==> config.mk <==
export PLATFORM = sky130hd
export DESIGN_NAME = uart_tx_arbiter
export DESIGN_NICKNAME = d
export VERILOG_FILES = /design/src/rtl/uart_tx_arbiter.sv
export SDC_FILE = /design/constraint.sdc
export NUM_CORES = 1
export LEC_CHECK = 0
export CAP_MARGIN = 20
export CORE_MARGIN = 2
export CORE_UTILIZATION = 37
export CTS_BUF_LIST = sky130_fd_sc_hd__clkbuf_8 sky130_fd_sc_hd__clkbuf_16
export CTS_CLUSTER_DIAMETER = 200
export DETAILED_ROUTE_END_ITERATION = 8
export PLACE_DENSITY = 0.86
export SYNTH_ARGS = -nofsm -noshare
export SYNTH_HDL_FRONTEND = slang
export SYNTH_SLANG_ARGS = --single-unit
export TNS_END_PERCENT = 10
==> constraint.sdc <==
create_clock -name clk -period 2.4 [get_ports clk]
set_input_delay 0.36 -clock clk [delete_from_list [all_inputs] [get_ports clk]]
set_output_delay 0.36 -clock clk [all_outputs]
set_load 0.01 [all_outputs]
==> src/rtl/uart_tx_arbiter.sv <==
// uart_tx_arbiter: shares one UART TX FIFO write port and the parity-type
// setting among NUM_REQ byte-stream requesters. Grants are round-robin and
// burst-atomic. A parity change waits until the transmit path has drained.
module uart_tx_arbiter #(
    parameter int NUM_REQ   = 4,
    parameter int DATA_W    = 8,
    parameter int MAX_BURST = 16
) (
    input  logic                      clk,
    input  logic                      rst_n,
    input  logic [NUM_REQ-1:0]        i_req_valid,
    input  logic [NUM_REQ*DATA_W-1:0] i_req_data,
    input  logic [NUM_REQ-1:0]        i_req_last,
    input  logic [NUM_REQ*2-1:0]      i_req_parity,
    output logic [NUM_REQ-1:0]        o_req_ready,
    input  logic                      i_full,
    input  logic                      i_tx_idle,
    output logic                      o_wr_en,
    output logic [DATA_W-1:0]         o_data_out,
    output logic [1:0]                o_parity_type,
    output logic [NUM_REQ-1:0]        o_grant,
    output logic                      o_busy
);

    localparam int IDX_W = (NUM_REQ > 1) ? $clog2(NUM_REQ) : 1;
    localparam int CNT_W = $clog2(MAX_BURST);

    typedef enum logic [1:0] {
        IDLE,
        DRAIN,
        XFER
    } state_t;

    state_t             state_q, state_d;
    logic [NUM_REQ-1:0] grant_q, grant_d;
    logic [IDX_W-1:0]   widx_q, widx_d;
    logic [IDX_W-1:0]   rr_q, rr_d;
    logic [CNT_W-1:0]   cnt_q, cnt_d;
    logic [1:0]         want_par_q, want_par_d;
    logic [1:0]         par_q, par_d;

    logic               win_found;
    logic [IDX_W-1:0]   win_idx;
    logic [IDX_W-1:0]   scan_idx;
    logic [1:0]         win_par;
    logic               sel_valid;
    logic               sel_last;
    logic [DATA_W-1:0]  sel_data;
    logic               fire;

    // Round-robin winner: first valid requester at or above the pointer, wrapping.
    always_comb begin
        win_found = 1'b0;
        win_idx   = '0;
        scan_idx  = '0;
        for (int unsigned i = 0; i < NUM_REQ; i++) begin
            scan_idx = IDX_W'((32'(rr_q) + i) % NUM_REQ);
            if (!win_found && i_req_valid[scan_idx]) begin
                win_found = 1'b1;
                win_idx   = scan_idx;
            end
        end
    end

    // Lane muxes: parity of the prospective winner, and the granted requester's byte stream.
    always_comb begin
        win_par   = 2'b00;
        sel_valid = 1'b0;
        sel_last  = 1'b0;
        sel_data  = '0;
        for (int unsigned k = 0; k < NUM_REQ; k++) begin
            if (win_idx == IDX_W'(k)) begin
                win_par = i_req_parity[2*k +: 2];
            end
            if (widx_q == IDX_W'(k)) begin
                sel_valid = i_req_valid[k];
                sel_last  = i_req_last[k];
                sel_data  = i_req_data[k*DATA_W +: DATA_W];
            end
        end
    end

    // Next-state and output decode for the IDLE/DRAIN/XFER arbiter FSM.
    always_comb begin
        state_d     = state_q;
        grant_d     = grant_q;
        widx_d      = widx_q;
        rr_d        = rr_q;
        cnt_d       = cnt_q;
        want_par_d  = want_par_q;
        par_d       = par_q;
        o_req_ready = '0;
        o_wr_en     = 1'b0;
        o_busy      = 1'b0;
        fire        = 1'b0;
        o_data_out  = sel_data;

        case (state_q)
            IDLE: begin
                if (win_found) begin
                    grant_d          = '0;
                    grant_d[win_idx] = 1'b1;
                    widx_d           = win_idx;
                    cnt_d            = '0;
                    want_par_d       = win_par;
                    state_d          = (win_par == par_q) ? XFER : DRAIN;
                end
            end
            DRAIN: begin
                o_busy = 1'b1;
                if (i_tx_idle) begin
                    par_d   = want_par_q;
                    state_d = XFER;
                end
            end
            XFER: begin
                o_busy              = 1'b1;
                o_req_ready[widx_q] = !i_full;
                fire                = sel_valid && !i_full;
                o_wr_en             = fire;
                if (fire) begin
                    cnt_d = cnt_q + 1'b1;
                    // Limit compare uses the pre-increment count, so last and limit on the same byte release once.
                    if (sel_last || (cnt_q == CNT_W'(MAX_BURST - 1))) begin
                        state_d = IDLE;
                        grant_d = '0;
                        rr_d    = (widx_q == IDX_W'(NUM_REQ - 1)) ? '0 : widx_q + 1'b1;
                    end
                end
            end
            default: begin
                state_d = IDLE;
                grant_d = '0;
            end
        endcase
    end

    // State register; reset abandons any burst in progress.
    always_ff @(posedge clk or negedge rst_n) begin
        if (!rst_n) begin
            state_q    <= IDLE;
            grant_q    <= '0;
            widx_q     <= '0;
            rr_q       <= '0;
            cnt_q      <= '0;
            want_par_q <= 2'b00;
            par_q      <= 2'b00;
        end else begin
            state_q    <= state_d;
            grant_q    <= grant_d;
            widx_q     <= widx_d;
            rr_q       <= rr_d;
            cnt_q      <= cnt_d;
            want_par_q <= want_par_d;
            par_q      <= par_d;
        end
    end

    assign o_grant       = grant_q;
    assign o_parity_type = par_q;

endmodule

# After elaboration in Yosys (flattened, before gate mapping)
# Index checks and enable logic that the tools add are counted.
# word_totals
register_bits	18
in_bits	52
output_inout_bits	20
wordCells	111
# op_classes
add_sub_neg	5
magnitude_cmp	8
eq_ne	14
muxes	53
bitwise	2
n_reduce_logical	22
# ops
cell	count
$mux W8	4
$mux W2	14
$mux W4	6
$mux W1	20
$lt A2 B3 Y1 const B	6
$pmux W4 S3	1
$eq A2 B2 Y1 const B	5
$bmux W1 S2	4
$ne A2 B2 Y1 const B	4
$pmux W4 S2	1
$reduce_and A4 Y1	2
$eq A2 B1 Y1 const B	3
$logic_and A1 B1 Y1	6
$logic_not A2 Y1	3
$pmux W2 S3	1
$reduce_and A3 Y1	2
$add A2 B1 Y2 const B	2
$add A2 B2 Y2 const B	2
$add A4 B1 Y4 const B	1
$and A4 B4 Y4	1
$demux W1 S2	2
$eq A4 B4 Y1 const B	1
$ge A2 B1 Y1 const B	2
$logic_not A1 Y1	4
6 further kinds	7

# Longest topological paths before layout
# logic_depth
word_depth	21
depth_mapped	11
ltp_nobuf	9

# Worst setup path after synthesis
# Ideal clock, no wire load.
# synth_timing
path_kind	reg-to-reg
start	reg widx_q[0]
end	reg state_q[1]
setup_ns	0.119
t_arrival_ns	2.230
required_time_ns	2.281
setup_slack_ns	0.051
stages_incl_launch_ff	11
path_buffers	2
path_cell_list	dfrtp_1 ha_1 buf_2 and2b_1 a221oi_1 a211o_1 and3_1 or3_1 buf_2 o22a_1 o21a_1
# synth_between
elab_chain_cells	8
word_cells_on_any_way	17
classes_between	eq/ne (5); mux (8); reduce/logical (4)
# synth_rtl
item	line	rtl
start, declared	36	logic [IDX_W-1:0] widx_q, widx_d;
start signal, assigned	151	widx_q <= widx_d;
$logic_not A2 Y1	75	if (widx_q == IDX_W'(k)) begin
$mux W1 (4 in series)	75	
$logic_or A1 B1 Y1 or $logic_and A1 B1 Y1 (tied branches)	124, 119	
$ne A2 B2 Y1 (no source line)	--	
$reduce_and A4 Y1 (no source line) *	--	
end signal, assigned	149	state_q <= state_d;
end, declared	34	state_t state_q, state_d;
# Every way passes the cells marked *; elsewhere a longest branch is shown, timed or not.
# A chain may end at the register's enable or synchronous reset.

# Final worst setup path
# layout_timing
start	reg widx_q[1]
end	reg grant_q[3], in the netlist o_grant[3]
# layout_between
elab_chain_cells	8
word_cells_on_any_way	17
classes_between	eq/ne (5); mux (8); reduce/logical (4)
# layout_rtl
item	line	rtl
$logic_not A2 Y1	75	
$mux W1 (4 in series)	75	
$logic_or A1 B1 Y1 or $logic_and A1 B1 Y1 (tied branches)	124, 119	
$ne A2 B2 Y1 (no source line)	--	
$reduce_and A4 Y1 (no source line) *	--	
end signal, assigned	150	grant_q <= grant_d;
end, declared	35	logic [NUM_REQ-1:0] grant_q, grant_d;
# Marked as above.

==> metrics.log <==
[metrics] startpoint of the most critical setup path: widx_q[1]
[metrics] count of synthesis-stage warnings from yosys: 0
[metrics] commonest register cell after synthesis: sky130_fd_sc_hd__dfrtp_1
[metrics] wire length of the first global-routing pass: 7220 um
[metrics] pin count of the biggest net entering global routing: 23
[metrics] aggregate global routing overflow: 0
[metrics] number of unique standard cell types used by synthesis: 43
[metrics] Layout fillers: approximately 310
[metrics] Syn Std Cell Area: 1490 um2
[metrics] Final Max Tran Viols: 0
[metrics] status: complete, but fails checks
[metrics] worst flop-to-flop path startpoint: widx_q[1]
[metrics] count of buffering cells on the critical path with inverters included: 4
[metrics] detailed router's first-iteration violation count: 140
[metrics] clock transition time at the flip-flop clock pins of the worst setup and hold paths: 80 ps
[metrics] count of buffers from port buffering: 71
[metrics] period utilisation layout: 1.00
[metrics] overall track demand over capacity in global routing: 0.210
[metrics] Post-CTS Hold Buffers: 0
[metrics] clk sink count: 18
[metrics] antenna diode count: 0
[metrics] antenna violation net count after detailed routing: 0
[metrics] critical path capture point type: register
[metrics] CP Capture Point: o_grant[3]
[metrics] crit-path max cell delay: roughly 430 ps
[metrics] synthesized flop and latch total: 18
[metrics] aggregate routed wire length: 5210 um
[metrics] Placed Instance Area: 2400 um2
[metrics] Post-Synthesis Net Count: 254
[metrics] worst setup margin: -8.89 ps
[metrics] peak ir drop on the vdd network: around 0.48 mV
[metrics] sequential area share after synthesis: 0.302
[metrics] Placed Instances: 327
[metrics] Max-Cap Viols: 0
[metrics] number of design rule violations left after detail routing: 0
[metrics] Routed WL per cell: 15.5 um
[metrics] Final HPWL DP: about 3700 um
[metrics] Num CTS Buffers: 3
[metrics] vertical die dimension: approximately 67 um
[metrics] Root Buffer: sky130_fd_sc_hd__clkbuf_8
[metrics] setup slack after placement: -138 ps
[metrics] synth-to-layout area growth: 72.3%
[metrics] multi-input gate area in the final layout: 1040 um2
[metrics] static power due to leakage: roughly 1.1 nW
[metrics] buffer levels on the longest clock path: 2
[metrics] clock skew after layout: 13.2 ps
[metrics] non-filler instance count after layout: 337
[metrics] Slew HR: 0.455
[metrics] cell mode on critical path: sky130_fd_sc_hd__buf_4
[metrics] Final #Nets: 349
[metrics] total power of the final layout: 0.00272 W
[metrics] startpoint type of the worst setup path: register
[metrics] count of standard-cell rows: 23
[metrics] ratio of cells with drive above 1 in the final layout: 0.199
[metrics] largest fanout on the critical path: 12
[metrics] final-layout worst hold slack: a little over 500 ps
[metrics] FFs w/ async S/R, synth: 1.00
[metrics] number of flops mapped to enable cells by yosys: 0
[metrics] worst setup path category: reg -> reg
[metrics] storage element area: 450 um2
[metrics] setup-violating endpoint count in the final report: 1
[metrics] First-pass DRT Iterations: 4
[metrics] violations in the final reports: setup timing
[metrics] via count: 1792
[metrics] H-tree depth reported by CTS: 1
[metrics] finished layout cell area: 2570 um2
[metrics] Hold Violations, Final: 0
[metrics] leading cell type in the layout, fill and taps excluded: sky130_fd_sc_hd__clkdlybuf4s50_1
[metrics] CP arrival: 2570 ps
[metrics] horizontal die dimension: slightly below 70 um
[metrics] TritonCTS clock tree: yes
[metrics] RSZ-0062 raised after global routing: true
[metrics] Max Clk Rate: 415 MHz
[metrics] via count of the first global-routing pass: around 1600
[metrics] antenna violations before repair: 0
[metrics] Worst Path Required: between 2000 and 3000 ps
[metrics] cells along the critical path: inv_2, ha_2, buf_4, a211oi_2, o21ai_2, buf_4, a41o_1, nand2_1, or3_4, buf_6, o31ai_2
[metrics] cell with the largest stage delay on the worst path: sky130_fd_sc_hd__dfrtp_1
[metrics] reg2reg setup slack: -9 ps
[metrics] Initial Utilization: 0.378
[metrics] most frequent cells in the layout: sky130_fd_sc_hd__clkdlybuf4s50_1 (62), sky130_fd_sc_hd__nand2_1 (35), sky130_fd_sc_hd__buf_4 (26)
[metrics] power per cell area: between 1000 and 1500 nW/um2
[metrics] total die area: 4550 um2
[metrics] Worst R2R Path Depth: 11
[metrics] synthesized netlist cell count: 194
[metrics] routability congestion estimate: 0.788
[metrics] via-per-instance ratio: 5.32
[metrics] critical path depth in cells: 11
[metrics] Syn Area/Cell: roughly 7.7 um2
[metrics] final critical delay including setup and external delays: 2410 ps
[metrics] total core area: roughly 3900 um2
[metrics] cell class contributing the biggest share of worst-path delay: buffers and inverters
[metrics] Least-Margin Pin Slew: 814 ps
[metrics] top-level I/O count: 72
[metrics] clock insertion delay at the later pin of the skew report: 260 ps
[metrics] type of the most critical hold path: reg -> reg
[metrics] Crit Reg-Reg Endpoint: o_grant[3]
## final cells by class
cell class / instances / area share
Multi-Input combinational cell: 158 / 0.405
Inverter: 7 / 0.0102
Timing Repair Buffer: 101 / 0.369
Tap cell: 50 / 0.0244
Sequential cell: 18 / 0.175
Clock buffer: 3 / 0.0161
## kinds of logic after synthesis
group / count (synthesis) / synth area share
and+or+nand+nor: 90 / 0.282
AOI/OAI and AO/OA: 51 / 0.238
buffers and inverters: 18 / 0.0487
DFF: 18 / 0.302
adders and majority gates: 8 / 0.0672
muxes: 5 / 0.0378
xor gates and xnor gates: 4 / 0.0235
## cells in the mapped netlist, types with 2 or more instances
cell type                  instances  area [um2]
sky130_fd_sc_hd__a211o_1           2        17.5
sky130_fd_sc_hd__a21bo_1           2        20.0
sky130_fd_sc_hd__a21oi_1          14        70.1
sky130_fd_sc_hd__a221oi_1          3        26.3
sky130_fd_sc_hd__a22oi_1           3        22.5
sky130_fd_sc_hd__a32oi_2           2        32.5
sky130_fd_sc_hd__and3_1            5        31.3
sky130_fd_sc_hd__buf_2             4        20.0
sky130_fd_sc_hd__clkbuf_1          7        26.3
sky130_fd_sc_hd__dfrtp_1          18         450
sky130_fd_sc_hd__ha_1              8         100
sky130_fd_sc_hd__inv_1             7        26.3
sky130_fd_sc_hd__mux2_2            5        56.3
sky130_fd_sc_hd__nand2_1          35         131
sky130_fd_sc_hd__nand3_1           7        35.0
sky130_fd_sc_hd__nor2_1           23        86.3
sky130_fd_sc_hd__nor2b_1           5        31.3
sky130_fd_sc_hd__nor3_1            2        10.0
sky130_fd_sc_hd__nor3b_1           2        15.0
sky130_fd_sc_hd__nor4_1            2        12.5
sky130_fd_sc_hd__o21ai_0          10        50.1
sky130_fd_sc_hd__o31ai_1           5        37.5
sky130_fd_sc_hd__xor2_1            3        26.3
## worst min-delay path by stage
stage	cells after the start	slack (ps)	to	from
after floorplan	0	60	cnt_q[0]	rst_n
after global placement	2	470	o_grant[2]	o_grant[2]
after detailed placement	2	470	o_grant[1]	o_grant[1]
after CTS	2	490	o_grant[1]	o_grant[1]
after global routing	2	510	o_grant[2]	o_grant[2]
final	2	500	o_grant[1]	o_grant[1]
## tightest hold or removal path: cells and delay by family (launching register included)
family	cells	cell delay, ps
simple gates	1	70
compound gates	1	50
flops	1	360
## state kept, by name, indices dropped and copies added (netlist names)
| name | flops |
|---|---|
| state_q | 2 |
| want_par_q | 2 |
| o_parity_type | 2 |
| widx_q | 2 |
| cnt_q | 4 |
| o_grant | 4 |
| rr_q | 2 |
## power by group
part	internal, W	switching (W)	leakage [nW]	total (W)
sequential	0.000421	0.000104	0.232	0.000525
clock	0.000112	0.000106	0.0216	0.000218
combinational	0.00100	0.000969	0.890	0.00197
total	0.00154	0.00118	1.14	0.00272
## stage by stage
step | setup TNS (ps) | util
global placement | -151 | 0.609
detailed placement | -365 | 0.609
CTS | -105 | 0.623
finish | -8.89 | 0.651
floorplan | 0 | -
global route | -312 | 0.651
## metal layers
metal	wire length (um)	track usage	up-vias
met4	176	0.102	0
li1	-	-	878
met5	0	0	-
met1	2110	0.270	837
met3	192	0.0317	18
met2	2740	0.341	59
## what timing repair did
| item | in CTS | in global routing |
|---|---|---|
| resized for setup | 11 | 22 |
| pin swaps | 0 | 3 |
| setup buffers | 2 | 5 |
| setup endpoints to repair | 10 | 15 |
| hold endpoints to repair | 0 | 0 |
| gates cloned | 0 | 0 |
No activity file was read; power rests on OpenSTA's default activity.
